==> config.mk <==
export PLATFORM = sky130hd
export DESIGN_NAME = tpu_host_seq
export DESIGN_NICKNAME = d
export VERILOG_FILES = /design/src/rtl/tpu_host_seq.sv
export SDC_FILE = /design/constraint.sdc
export NUM_CORES = 2
export LEC_CHECK = 0
export CORE_AREA = 3 3 330 332
export CTS_CLUSTER_SIZE = 28
export DETAILED_ROUTE_END_ITERATION = 10
export DIE_AREA = 0 0 333 335
export PLACE_DENSITY = 0.52
export SLEW_MARGIN = 0
export SYNTH_ARGS = -nofsm -noshare
export SYNTH_HDL_FRONTEND = slang
export SYNTH_SLANG_ARGS = --single-unit
==> constraint.sdc <==
create_clock -name clk -period 2.9 [get_ports clk]
set_input_delay 0.58 -clock clk [delete_from_list [all_inputs] [get_ports clk]]
set_output_delay 0.58 -clock clk [all_outputs]
set_load 0.005 [all_outputs]
==> src/rtl/tpu_host_seq.sv <==
// Host-side job sequencer for an MMIO matrix-multiply accelerator: writes A and B,
// kicks CTRL, polls STATUS for done (with timeout) and reads C back into c_flat_out.
module tpu_host_seq #(
    parameter int unsigned N           = 4,
    parameter int unsigned DATA_W      = 8,
    parameter int unsigned SUM_W       = 32,
    parameter int unsigned POLL_MAX    = 1024,
    parameter logic [15:0] CTRL_ADDR   = 16'h0000,
    parameter logic [15:0] STATUS_ADDR = 16'h0004,
    parameter logic [15:0] A_BASE      = 16'h0100,
    parameter logic [15:0] B_BASE      = 16'h0200,
    parameter logic [15:0] C_BASE      = 16'h0300
) (
    input  logic                    clk,
    input  logic                    rst,
    input  logic                    job_start,
    input  logic [DATA_W*N*N-1:0]   a_flat_in,
    input  logic [DATA_W*N*N-1:0]   b_flat_in,
    output logic [SUM_W*N*N-1:0]    c_flat_out,
    output logic                    job_busy,
    output logic                    job_done,
    output logic                    job_err,
    output logic                    mmio_wr,
    output logic                    mmio_rd,
    output logic [15:0]             mmio_addr,
    output logic [31:0]             mmio_wdata,
    output logic [3:0]              mmio_wstrb,
    input  logic [31:0]             mmio_rdata,
    input  logic                    mmio_ready
);
    localparam int unsigned NN     = N * N;
    localparam int unsigned IDX_W  = $clog2(NN) + 1;
    localparam int unsigned POLL_W = $clog2(POLL_MAX + 1);
    localparam int unsigned MAT_W  = DATA_W * NN;
    localparam int unsigned C_W    = SUM_W * NN;

    typedef enum logic [2:0] {
        S_IDLE, S_WR_A, S_WR_B, S_START, S_POLL, S_RD_C, S_FIN
    } state_t;

    state_t             r_state, w_state;
    logic [IDX_W-1:0]   r_idx, w_idx;
    logic [POLL_W-1:0]  r_poll, w_poll;
    logic [MAT_W-1:0]   r_a, w_a, r_b, w_b;
    logic [C_W-1:0]     r_c, w_c;
    logic               r_wr, w_wr, r_rd, w_rd;
    logic [15:0]        r_addr, w_addr;
    logic [31:0]        r_wdata, w_wdata;
    logic [3:0]         r_wstrb, w_wstrb;
    logic               r_busy, w_busy, r_done, w_done, r_err, w_err;

    logic               w_req;
    logic               w_last;
    logic [15:0]        w_offs;
    logic [DATA_W-1:0]  w_a_elem, w_b_elem;

    assign w_req    = r_wr | r_rd;
    assign w_last   = (r_idx == IDX_W'(NN - 1));
    assign w_offs   = 16'(r_idx) << 2;
    assign w_a_elem = r_a[int'(r_idx)*DATA_W +: DATA_W];
    assign w_b_elem = r_b[int'(r_idx)*DATA_W +: DATA_W];

    // Each request is held until mmio_ready, then dropped for one cycle before the next.
    always_comb begin
        w_state = r_state;
        w_idx   = r_idx;
        w_poll  = r_poll;
        w_a     = r_a;
        w_b     = r_b;
        w_c     = r_c;
        w_wr    = r_wr;
        w_rd    = r_rd;
        w_addr  = r_addr;
        w_wdata = r_wdata;
        w_wstrb = r_wstrb;
        w_busy  = r_busy;
        w_done  = 1'b0;
        w_err   = 1'b0;
        case (r_state)
            S_IDLE: begin
                if (job_start) begin
                    w_a     = a_flat_in;
                    w_b     = b_flat_in;
                    w_busy  = 1'b1;
                    w_idx   = '0;
                    w_poll  = '0;
                    w_state = S_WR_A;
                end
            end
            S_WR_A, S_WR_B: begin
                if (!w_req) begin
                    w_wr    = 1'b1;
                    w_wstrb = 4'hF;
                    w_addr  = ((r_state == S_WR_A) ? A_BASE : B_BASE) + w_offs;
                    w_wdata = (r_state == S_WR_A) ? 32'(w_a_elem) : 32'(w_b_elem);
                end else if (mmio_ready) begin
                    w_wr = 1'b0;
                    if (w_last) begin
                        w_idx   = '0;
                        w_state = (r_state == S_WR_A) ? S_WR_B : S_START;
                    end else begin
                        w_idx = r_idx + IDX_W'(1);
                    end
                end
            end
            S_START: begin
                if (!w_req) begin
                    w_wr    = 1'b1;
                    w_wstrb = 4'hF;
                    w_addr  = CTRL_ADDR;
                    w_wdata = 32'h1;
                end else if (mmio_ready) begin
                    w_wr    = 1'b0;
                    w_state = S_POLL;
                end
            end
            S_POLL: begin
                if (!w_req) begin
                    w_rd    = 1'b1;
                    w_wstrb = 4'h0;
                    w_wdata = 32'h0;
                    w_addr  = STATUS_ADDR;
                end else if (mmio_ready) begin
                    w_rd = 1'b0;
                    if (mmio_rdata[1]) begin
                        w_idx   = '0;
                        w_state = S_RD_C;
                    end else if (r_poll == POLL_W'(POLL_MAX - 1)) begin
                        w_poll  = POLL_W'(POLL_MAX);
                        w_err   = 1'b1;
                        w_state = S_FIN;
                    end else begin
                        w_poll = r_poll + POLL_W'(1);
                    end
                end
            end
            S_RD_C: begin
                if (!w_req) begin
                    w_rd    = 1'b1;
                    w_wstrb = 4'h0;
                    w_wdata = 32'h0;
                    w_addr  = C_BASE + w_offs;
                end else if (mmio_ready) begin
                    w_rd = 1'b0;
                    w_c[int'(r_idx)*SUM_W +: SUM_W] = mmio_rdata[SUM_W-1:0];
                    if (w_last) begin
                        w_done  = 1'b1;
                        w_state = S_FIN;
                    end else begin
                        w_idx = r_idx + IDX_W'(1);
                    end
                end
            end
            S_FIN: begin
                w_busy  = 1'b0;
                w_idx   = '0;
                w_poll  = '0;
                w_state = S_IDLE;
            end
            default: w_state = S_IDLE;
        endcase
    end

    always_ff @(posedge clk) begin
        if (rst) begin
            r_state <= S_IDLE;
            r_idx   <= '0;
            r_poll  <= '0;
            r_a     <= '0;
            r_b     <= '0;
            r_c     <= '0;
            r_wr    <= 1'b0;
            r_rd    <= 1'b0;
            r_addr  <= '0;
            r_wdata <= '0;
            r_wstrb <= '0;
            r_busy  <= 1'b0;
            r_done  <= 1'b0;
            r_err   <= 1'b0;
        end else begin
            r_state <= w_state;
            r_idx   <= w_idx;
            r_poll  <= w_poll;
            r_a     <= w_a;
            r_b     <= w_b;
            r_c     <= w_c;
            r_wr    <= w_wr;
            r_rd    <= w_rd;
            r_addr  <= w_addr;
            r_wdata <= w_wdata;
            r_wstrb <= w_wstrb;
            r_busy  <= w_busy;
            r_done  <= w_done;
            r_err   <= w_err;
        end
    end

    assign c_flat_out = r_c;
    assign job_busy   = r_busy;
    assign job_done   = r_done;
    assign job_err    = r_err;
    assign mmio_wr    = r_wr;
    assign mmio_rd    = r_rd;
    assign mmio_addr  = r_addr;
    assign mmio_wdata = r_wdata;
    assign mmio_wstrb = r_wstrb;

endmodule

# Word level (Yosys, flattened, before mapping)
# Index checks and enable logic that the tools add are counted.
[op_classes] eq_ne=30 muxes=53 shift=4 addsub=5 n_reduce_logical=23 bitwise=5
[ops] operator="$bwmux 512" n=1
[ops] operator="$shift 32x34->512 const A" n=1
[ops] operator="$shiftx 32x34->512" n=1
[ops] operator="$shiftx 128x9->8" n=2
[ops] operator="$mux 32" n=3
[ops] operator="$pmux 32 s3" n=1
[ops] operator="$mux 16" n=4
[ops] operator="$pmux 16 s4" n=1
[ops] operator="$mux 11" n=5
[ops] operator="$mux 5" n=10
[ops] operator="$ne 2x2->1 const B" n=21
[ops] operator="$mux 3" n=13
[ops] operator="$neg 10->34" n=1
[ops] operator="$pmux 11 s3" n=1
[ops] operator="$pmux 5 s5" n=1
[ops] operator="$pmux 3 s5" n=1
[ops] operator="$reduce_and 12->1" n=1
[ops] operator="$add 10x7->11" n=1
[ops] operator="$add 10x7->11 const A" n=1
[ops] operator="$add 11x1->11 const B" n=1
[ops] operator="$eq 11x10->1 const B" n=1
[ops] operator="$mux 10" n=1
[ops] operator="$reduce_and 10->1" n=1
[ops] operator="$reduce_and 5->1" n=2
[ops] operator="other kinds (25)" n=44
[totals] out_inout_bits=569 register_bits=844 input_bits=292

# Logic depth before layout (Yosys ltp)
[depth] word_depth=6 depth_mapped=13 depth_no_buf=9

# Least setup slack after synthesis
# No wires, ideal clock.
[synth_path] path_kind="register -> register" startpoint="register r_idx[0]" endpoint="register r_c[354] (netlist: c_flat_out[354])" synth_period_minus_slack_ns=2.685 t_required_ns=2.830 setup_slack_ns=0.215 path_buffers=4 t_arrival_ns=2.615 stages_incl_launch_ff=14 path_cell_list="dfxtp_1 -> buf_4 -> clkinv_1 -> ha_1 -> nor3b_1 -> ha_1 -> inv_1 -> nor4_4 -> buf_6 -> and3_1 -> buf_4 -> buf_6 -> nand3_1 -> a21oi_1"
[synth_via] elab_chain_len=3 word_cells_on_any_way=4 classes_between="add/sub (1); shift (2); mux (1)"
[synth_lines] element="start: declaration" line_no="42" rtl="logic [IDX_W-1:0] r_idx, w_idx;"
[synth_lines] element="start signal: assignment" line_no="182" rtl="r_idx <= w_idx;"
[synth_lines] element="$neg 10->34 (*)" line_no="145" rtl="w_c[int'(r_idx)*SUM_W +: SUM_W] = mmio_rdata[SUM_W-1:0];"
[synth_lines] element="$shiftx 32x34->512 or $shift 32x34->512 (tied branches)" line_no="145"
[synth_lines] element="$bwmux 512 (*)" line_no="145"
[synth_lines] element="end signal: assignment" line_no="186" rtl="r_c <= w_c;"
[synth_lines] element="end: declaration" line_no="45" rtl="logic [C_W-1:0] r_c, w_c;"
# Every way passes the cells marked *; elsewhere a longest branch is shown, timed or not.
# A chain may end at the register's enable or synchronous reset.

# Worst setup path after layout
[layout_path] startpoint="register r_idx[0]" endpoint="register r_c[147] (netlist: c_flat_out[147])"
# The elaborated chain is that of the path after synthesis.

==> metrics <==
cells after synthesis=4031; Post-DP HPWL=103 mm; Max Fclk=374 MHz; Yosys reg bits=808; htree depth=3; Bufs on Longest Clock Path=3; status=finished clean; number of routed nets with antenna violations=0; main area contributors after synthesis=dfxtp_1 50%, nand2_1 12%, a21oi_1 12%; setup bufs post-CTS=0; Post-Route WL=147 mm; Sum Neg Setup Slack=0 ps; num rows=120; crit share post-route=92.1%; first-pass GRT wire length=209 mm; Yosys Warn Count=0; Layout area overhead=38.8%; fraction of layout instances using a drive strength above 1=7.99%; GRT Total Usage=25.0%; total number of vias=31500; Fillers=11000; max-slew violations=0; PnR worst setup slack=229 ps; total grt overflow=0; DRT iter0 DRCs=2699; post-route cell area=0.0450 mm^2; CTS Buf Count=90; Root Driver=clkbuf_16; Die X=333 um; placed insts=5972; Die ar.=0.112 mm^2; critical path fanouts, max=25; synthesized area=0.0324 mm^2; CP Data Arrival Time=3260 ps; CTS tree=built; pin count of the biggest net entering global routing=229; Unique masters post-synth=72; final cell count without fillers=6135; Final Net Count=4962; Die Y=335 um; port bufs=827; most used flip-flop cell after synthesis=dfxtp_1; final core utilization=42.2%; Worst Path Required=3490 ps; # DRC=0; Pleak=15.0 nW; most common cell in the synthesized netlist=nand2_1; post-synth top area share=49.9%; Post-Route Skew=18.6 ps; Initial Util=30.4%; Core Area=0.107 mm^2; Worst setup EP type=register; cell taking the most area after synthesis=dfxtp_1; Top Ports=861; Slew @ Worst Pin=1220 ps; Max VDD drop=0.516 mV; Tmin final=2670 ps; FFs w/ async S/R, synth=0%; Hold Path Class=in2reg; drt wl/cell=23.9 um; PwrDens=665 mW/mm^2; vias in the first global route=29100; crit start category=register; CTS clk-pin slew, worst paths=60 ps; relative slew slack=18.7%; EDFF count, synth=0; Seq/Total Area, Yosys=49.9%; Via density=5.13; Setup-failing EPs final=0; Clk Latency, worst-skew pair=660 ps; Reg area=0.0162 mm^2; Avg Cell Area, Syn=8.04 um^2; Multi-input gate area=0.0142 mm^2; antenna violations before repair=2; Setup WS pre-CTS=167 ps; GP Congestion=0.852; WS Path Type=reg2reg; Placed Instance Area=0.0420 mm^2; clk sinks=808; Pre-antenna DRT Iters=5; max cap viols=0; RSZ-0062 raised after global routing=no; Final Hold Fails=0; Post-synth top cells=1076 x nand2_1, 808 x dfxtp_1, 794 x a21oi_1
==> per-layer routing <==
layer  part of all wire, %  GRT usage, %  up-vias
met5                0.0048             0        -
met1                    41          30.7    15200
met2                    49          43.0     1151
met4                   3.7          9.51        2
li1                      -             -    14900
met3                   6.7          5.09      197
==> layout by cell type (no fill, tap or decap), drive strengths merged, types with 14 or more instances in the layout <==
master / count
dfxtp: 808
nand3: 477
buf: 147
conb: 33
nand4: 88
nand2: 1076
mux4: 44
nor2: 26
nor2b: 15
and3: 19
mux2i: 18
clkdlybuf4s50: 825
o21ai: 23
clkbuf: 126
clkinv: 26
a211oi: 14
inv: 18
a21oi: 795
==> power by group <==
group / switching [mW] / internal, mW
logic: 3.90 / 2.05
clock network: 4.92 / 6.79
registers: 0.470 / 11.8
==> flip-flops by register name, indices dropped and copies added, names as in the netlist <==
signal,count
job_busy,1
r_idx,5
mmio_rd,1
r_poll,11
mmio_wr,1
r_state,3
r_a,128
mmio_wstrb,1
mmio_wdata,8
job_done,1
mmio_addr,7
c_flat_out,512
job_err,1
r_b,128
==> critical path, stage by stage (launching register included) <==
cell and delay (ps):
dfxtp_4 470, clkinv_1 120, ha_1 220, nor3b_1 140, ha_1 280, inv_1 90
nor4_4 330, buf_12 180, and3_2 300, buf_12 190, nand3_1 90, a21oi_1 160
==> final timing paths <==
kind | from | to | slack (ps) | cells after the start
worst min register to register | c_flat_out[218]$_SDFFE_PP0P_ | c_flat_out[218]$_SDFFE_PP0P_ | 450 | 2
worst max register to register | r_idx[0]$_SDFFE_PP0P_ | c_flat_out[147]$_SDFFE_PP0P_ | 230 | 11
worst max-delay path | r_idx[0]$_SDFFE_PP0P_ | c_flat_out[147]$_SDFFE_PP0P_ | 230 | 11
worst min-delay path | rst | c_flat_out[24]$_SDFFE_PP0P_ | 280 | 2
==> area by class of cell <==
type	count	share of cell area [%]
inverter	15	0.125
sequential	808	36.0
multi-input combinational	2774	31.5
timing repair buffer	972	21.8
clock buffer	126	5.75
tap	1403	3.90
antenna	1	0.00556
clock inverter	36	0.943
==> cell families after synthesis <==
group | Yosys count | synth area share (%)
AND/OR/NAND/NOR | 1753 | 23.8
AO/OA/AOI/OAI | 907 | 14.9
flip-flops | 808 | 49.9
buffers and inverters | 481 | 7.11
multiplexers | 67 | 3.79
adder cells (fa/ha/maj) | 9 | 0.347
XOR/XNOR | 5 | 0.135
other | 1 | 0.0116
==> per-stage QoR <==
| stage | hold WS (ps) | power, mW |
|---|---|---|
| 3_5_place_dp | 442 | 18.5 |
| 4_1_cts | 229 | 30.2 |
| 6_report | 283 | 29.9 |
| 5_1_grt | 276 | 31.1 |
| 2_1_floorplan | 432 | 16.0 |
| 3_3_place_gp | 438 | 18.5 |
==> what timing repair did <==
item,in CTS,in global routing
hold buffers,0,0
gates resized for setup,0,2
hold endpoints to repair,0,0
setup endpoints to repair,0,7
Note: power is estimated with default switching activity, not from simulation.
